--- src/rtl/octa_pkg.sv ---
// Shared decode definitions: opcode values, instruction field offsets, operand classes
// and the decoded-instruction record held in the output slot.
package octa_pkg;

    localparam logic [3:0] OP_NOP    = 4'h0;
    localparam logic [3:0] OP_ALU_R  = 4'h1;
    localparam logic [3:0] OP_ALU_I  = 4'h2;
    localparam logic [3:0] OP_LOAD   = 4'h3;
    localparam logic [3:0] OP_STORE  = 4'h4;
    localparam logic [3:0] OP_BRANCH = 4'h5;
    localparam logic [3:0] OP_JUMP   = 4'h6;

    localparam int OP_LSB    = 12;
    localparam int RD_LSB    = 10;
    localparam int RS1_LSB   = 8;
    localparam int RS2_LSB   = 6;
    localparam int IMM_W     = 6;
    localparam int REG_IDX_W = 2;

    // RR_W: two reads + write, R_W: one read + write, RR: two reads, NONE: nothing
    typedef enum logic [1:0] {
        CLS_NONE,
        CLS_RR_W,
        CLS_R_W,
        CLS_RR
    } op_class_e;

    typedef struct packed {
        logic [3:0]           op;
        logic                 rs1_en;
        logic                 rs2_en;
        logic                 wr_en;
        logic [REG_IDX_W-1:0] rs1;
        logic [REG_IDX_W-1:0] rs2;
        logic [REG_IDX_W-1:0] rd;
        logic [15:0]          imm;
    } dec_t;

    function automatic op_class_e op_class(input logic [3:0] op);
        case (op)
            OP_ALU_R:            return CLS_RR_W;
            OP_ALU_I, OP_LOAD:   return CLS_R_W;
            OP_STORE, OP_BRANCH: return CLS_RR;
            default:             return CLS_NONE;
        endcase
    endfunction

endpackage

--- src/rtl/decode_issue_scoreboard.sv ---
// Pending-write scoreboard: one bit per architectural register, set on issue,
// cleared on writeback; a simultaneous set of the same bit takes priority.
module scoreboard #(
    parameter int NUM_REGS = 4,
    parameter int IDX_W    = $clog2(NUM_REGS)
) (
    input  logic                clk,
    input  logic                rst,
    input  logic                set_en,
    input  logic [IDX_W-1:0]    set_idx,
    input  logic                clr_en,
    input  logic [IDX_W-1:0]    clr_idx,
    output logic [NUM_REGS-1:0] pending
);

    logic [NUM_REGS-1:0] pending_d, pending_q;

    always_comb begin
        pending_d = pending_q;
        if (clr_en) pending_d[clr_idx] = 1'b0;
        if (set_en) pending_d[set_idx] = 1'b1;
    end

    always_ff @(posedge clk) begin
        if (rst) pending_q <= '0;
        else     pending_q <= pending_d;
    end

    assign pending = pending_q;

endmodule

--- src/rtl/decode_issue.sv ---
// Decode stage: splits instructions into register-file read requests, holds one decoded
// instruction for execute and stalls on RAW/WAW hazards against pending writes.
module decode_issue
    import octa_pkg::*;
#(
    parameter int INSTR_WIDTH = 16,
    parameter int ADDR_WIDTH  = 6,
    parameter int NUM_REGS    = 4
) (
    input  logic                   clk,
    input  logic                   rst,
    input  logic                   in_valid,
    output logic                   in_ready,
    input  logic [INSTR_WIDTH-1:0] instr,
    output logic                   out_valid,
    input  logic                   out_ready,
    input  logic                   flush,
    output logic                   rs1_en,
    output logic                   rs2_en,
    output logic [ADDR_WIDTH-1:0]  rd_addr1,
    output logic [ADDR_WIDTH-1:0]  rd_addr2,
    output logic                   dst_wr_en,
    output logic [ADDR_WIDTH-1:0]  dst_addr,
    output logic [3:0]             op,
    output logic [15:0]            imm,
    input  logic                   wb_en,
    input  logic [ADDR_WIDTH-1:0]  wb_addr
);

    localparam int PAD_W = ADDR_WIDTH - REG_IDX_W;

    dec_t                dec;
    op_class_e           cls;
    dec_t                slot_d, slot_q;
    logic                out_valid_d, out_valid_q;
    logic [NUM_REGS-1:0] pending, busy;
    logic                stall, accept, issue;
    logic                unused_wb_hi;

    assign unused_wb_hi = ^wb_addr[ADDR_WIDTH-1:REG_IDX_W];

    // Unused read ports and non-writing destinations are forced to zero.
    always_comb begin
        cls        = op_class(instr[OP_LSB +: 4]);
        dec        = '0;
        dec.op     = instr[OP_LSB +: 4];
        dec.imm    = {{(16-IMM_W){instr[IMM_W-1]}}, instr[IMM_W-1:0]};
        dec.rs1_en = (cls != CLS_NONE);
        dec.rs2_en = (cls == CLS_RR_W) || (cls == CLS_RR);
        dec.wr_en  = (cls == CLS_RR_W) || (cls == CLS_R_W);
        if (dec.rs1_en) dec.rs1 = instr[RS1_LSB +: REG_IDX_W];
        if (dec.rs2_en) dec.rs2 = instr[RS2_LSB +: REG_IDX_W];
        if (dec.wr_en)  dec.rd  = instr[RD_LSB +: REG_IDX_W];
    end

    // The held instr counts as busy even while it issues: no bypass into the scoreboard.
    always_comb begin
        busy = pending;
        if (out_valid_q && slot_q.wr_en) busy[slot_q.rd] = 1'b1;
        stall = (dec.rs1_en && busy[dec.rs1]) ||
                (dec.rs2_en && busy[dec.rs2]) ||
                (dec.wr_en  && busy[dec.rd]);
    end

    assign in_ready = !rst && !stall && (!out_valid_q || out_ready) && !flush;
    assign accept   = in_valid && in_ready;
    assign issue    = out_valid_q && out_ready && !flush;

    always_comb begin
        slot_d      = slot_q;
        out_valid_d = out_valid_q;
        if (accept) begin
            slot_d      = dec;
            out_valid_d = 1'b1;
        end else if (flush || issue) begin
            out_valid_d = 1'b0;
        end
    end

    always_ff @(posedge clk) begin
        if (rst) begin
            slot_q      <= '0;
            out_valid_q <= 1'b0;
        end else begin
            slot_q      <= slot_d;
            out_valid_q <= out_valid_d;
        end
    end

    scoreboard #(.NUM_REGS(NUM_REGS), .IDX_W(REG_IDX_W)) u_sb (
        .clk     (clk),
        .rst     (rst),
        .set_en  (issue && slot_q.wr_en),
        .set_idx (slot_q.rd),
        .clr_en  (wb_en),
        .clr_idx (wb_addr[REG_IDX_W-1:0]),
        .pending (pending)
    );

    assign out_valid = out_valid_q;
    assign rs1_en    = slot_q.rs1_en;
    assign rs2_en    = slot_q.rs2_en;
    assign rd_addr1  = {{PAD_W{1'b0}}, slot_q.rs1};
    assign rd_addr2  = {{PAD_W{1'b0}}, slot_q.rs2};
    assign dst_wr_en = slot_q.wr_en;
    assign dst_addr  = {{PAD_W{1'b0}}, slot_q.rd};
    assign op        = slot_q.op;
    assign imm       = slot_q.imm;

endmodule

--- config.mk ---
export PLATFORM = sky130hd
export DESIGN_NAME = decode_issue
export DESIGN_NICKNAME = d
export VERILOG_FILES = /design/src/rtl/octa_pkg.sv /design/src/rtl/decode_issue_scoreboard.sv /design/src/rtl/decode_issue.sv
export SDC_FILE = /design/constraint.sdc
export NUM_CORES = 1
export LEC_CHECK = 0
export CAP_MARGIN = 20
export CORE_MARGIN = 1.5
export CORE_UTILIZATION = 43
export DETAILED_ROUTE_END_ITERATION = 16
export GPL_TIMING_DRIVEN = 1
export PLACE_DENSITY = 0.85
export SLEW_MARGIN = 20
export SYNTH_ARGS = -nofsm -noshare
export SYNTH_HDL_FRONTEND = slang
export SYNTH_HIERARCHICAL = 1
export SYNTH_SLANG_ARGS = --single-unit
--- constraint.sdc ---
create_clock -name clk -period 3.63 [get_ports clk]
set_clock_uncertainty 0.2 [all_clocks]
set_input_delay 0.726 -clock clk [delete_from_list [all_inputs] [get_ports clk]]
set_output_delay 0.726 -clock clk [all_outputs]
set_load 0.1 [all_outputs]
==> metrics.yaml <==
run_status:
  status: "complete, no violations"
power_and_ir_drop:
  power.leakage_nw: 0.829
  irDropWorstVdd_mv: 0.187
  p_per_area_nw_per_um2: 405
sta:
  final-hold-violation-count: 0
  period_minus_slack_ps: 3500
  rsz0062_at_grt: "false"
  setup_tns_ps: 0
  finalCritPeriodShare: 0.963
  max_freq_mhz: 286
  max_slew_margin: 0.343
  maxSlewViolCount: 0
  tightest_slew_ps: 983
  fin_hold_ws_ps: 281
  setup_violations: 0
clock_network:
  clock-root-buffer: "clkbuf_4"
  tritoncts: "built"
  clk_pin_slew_worst_paths_ps: 130
  cts_resized: 0
  cts_buffers: 3
  clockBufferDepth: 2
  cts_setup_buffers: 0
  cts_hold_buf: 0
  cts.sinks: 24
  clock_latency_ps: 310
  htreeDepth: 1
yosys:
  syn_inst: 147
  synth-warning-count: 6
  synth_area_leaders: "dfxtp_1 (34%), buf_4 (12%), mux2_2 (7.2%), nor2b_1 (5.8%), nand2b_1 (4.4%)"
  avgSynthCellArea_um2: 9.62
  async_reset_ff_frac: 0
  synth-seq-cells: 24
  yosysSeqAreaShare: 0.340
  synth_edf_count: 0
  synth_cell_types: 41
  netlist_area_um2: 1410
  yosysTopAreaCell: "dfxtp_1"
  synth_top_cell_area_share: 0.340
  ys.flop_type: "dfxtp_1"
setup_path:
  worst-setup-path-type: "in -> out"
  worstPathCellList: "clkdlybuf4s50_1, nor2_1, o21ai_0, buf_4, a2111oi_0, a311oi_2, o311a_2, buf_12"
  endpoint: "in_ready"
  cpMaxStageDelayCell: "a2111oi_0"
  cp_top_family: "compound AO/OA/AOI/OAI gates"
  required_ps: 2700
  r2r_cells: 7
  rr_startpoint: "dst_addr[0]"
  cp-end-kind: "output pin"
  crit_cells: 8
  worst_setup_path_start_kind: "input pin"
  cpPeakStageDelay_ps: 530
  timing.rr.end: "rs2_en"
  setup.worst_path.start: "instr[15]"
  worstPathArrival_ps: 2570
  cp_num_buf_inv: 3
  cp_max_fo: 3
  r2r_slack_ps: 970
placed_design:
  gp_congestion: 0.861
  place_hpwl_mm: 2.33
  port_buffers: 54
min_path:
  min_path_type: "reg -> reg"
floorplanning:
  dieHeight_um: 60.3
  start_util: 0.459
  rows: 20
  fp.coreArea_um2: 3080
  dieWidth_um: 60.3
  io_pins: 71
  die_area_um2: 3640
final_layout:
  syn2layout_area_growth_pct: 35.1
  nFillCells: 256
  fin_nets: 224
  layout-drive-gt1-share: 0.232
  antennaDiodeCount: 0
  layout_commonest_cell: "clkdlybuf4s50_1"
  layout_common_cells: "clkdlybuf4s50_1 (36), dfxtp_1 (24), buf_4 (20)"
grt:
  antenna_found_initial: 0
  grt_pass1_vias: 1099
  grt_pass1_wl_mm: 4.68
  grt_max_degree: 28
  grt.total_usage: 0.167
  grt-ovfl-total: 0
routing:
  avgRoutedWirePerCell_um: 12.6
  drc: 0
  routed_wl_mm: 3.00
  drt-initial-drc-count: 27
  postRouteAntennaNets: 0
  drt_first_pass_iters: 4
  num_vias: 1170
  routed_via_density: 4.92
flow_run:
  max_cap_violations: 0
-- cells in the mapped netlist, types with 2 or more instances --
master and count:
dfxtp_1 24, buf_4 22, nor2b_1 13, nand2b_1 10
mux2_2 9, inv_1 6, mux2i_1 6, nand2_1 6
nor2_1 6, mux2_4 3, nand3_1 3, a2111oi_0 2
a21oi_1 2, a31o_2 2, and4b_1 2, clkbuf_1 2
nor3_1 2, nor3b_1 2, o311a_1 2, o32ai_1 2
-- layout make-up --
| cell class | count | area [µm²] | area share |
|---|---|---|---|
| clock buffers | 3 | 22.5 | 0.0118 |
| flip-flops and latches | 24 | 480 | 0.251 |
| multi-input cells | 103 | 769 | 0.403 |
| clock inverters | 1 | 30.0 | 0.0157 |
| repair buffers | 57 | 531 | 0.278 |
| inverters | 6 | 22.5 | 0.0118 |
| well taps | 44 | 55.1 | 0.0288 |
-- routing by layer --
layer | vias to the layer above | GRT usage | wire, µm
met2 | 41 | 0.303 | 1560
met5 | - | 0 | 0
met4 | 0 | 0.0571 | 12
met3 | 2 | 0.0192 | 176
met1 | 544 | 0.203 | 1250
li1 | 583 | - | -
-- stage by stage --
stage	power, W	std cells	setup slack (ps)	instance area, µm²	utilization
floorplan	0.000532	158	164	1460	-
global placement	0.000583	234	184	1860	0.604
detailed placement	0.000587	234	115	1860	0.604
CTS	0.000779	238	113	1910	0.621
global route	0.000800	238	41.6	1910	0.621
finish	0.000774	238	133	1910	0.621
-- flip-flops by register name, summed over array words and instances, names as in the netlist --
name / count
rs1_en: 1
imm: 6
dst_addr: 2
op: 4
dst_wr_en: 1
rs2_en: 1
rd_addr1: 2
rd_addr2: 2
u_sb/pending: 4
out_valid: 1
-- power breakdown --
part	switching (W)	total, W	internal (W)
sequential	0.00000842	0.000282	0.000273
clock	0.0000820	0.000194	0.000112
combinational	0.000222	0.000299	0.0000770
total	0.000312	0.000774	0.000462
-- worst min-delay path, delay by kind of cell (launching register included) --
| family | cells | cell delay (ps) |
|---|---|---|
| and+or+nand+nor | 1 | 60 |
| DFF | 1 | 330 |
| muxes | 1 | 60 |
-- logic make-up (layout without fill, tap and decap cells) --
kind of cell / count (synthesis) / count (layout) / share of synthesized area
AND/OR/NAND/NOR: 54 / 54 / 0.248
AO/OA/AOI/OAI: 17 / 17 / 0.103
multiplexers: 18 / 18 / 0.146
XOR/XNOR: 1 / 1 / 0.00620
flip-flops: 24 / 24 / 0.340
other: 1 / 12 / 0.00265
buffers and inverters: 31 / 67 / 0.146
adder cells (fa/ha/maj): 1 / 1 / 0.00885
-- how the worst min path moves through the flow --
stage	startpoint	to	depth (start not counted)
after floorplan	u_sb/pending[2]	u_sb/pending[2]	2
after global placement	rd_addr1[0]	rd_addr1[0]	2
after detailed placement	rd_addr1[0]	rd_addr1[0]	2
after CTS	rd_addr1[0]	rd_addr1[0]	2
after global routing	rd_addr1[0]	rd_addr1[0]	2
final	rd_addr1[0]	rd_addr1[0]	2
Note: power is estimated with default switching activity, not from simulation.
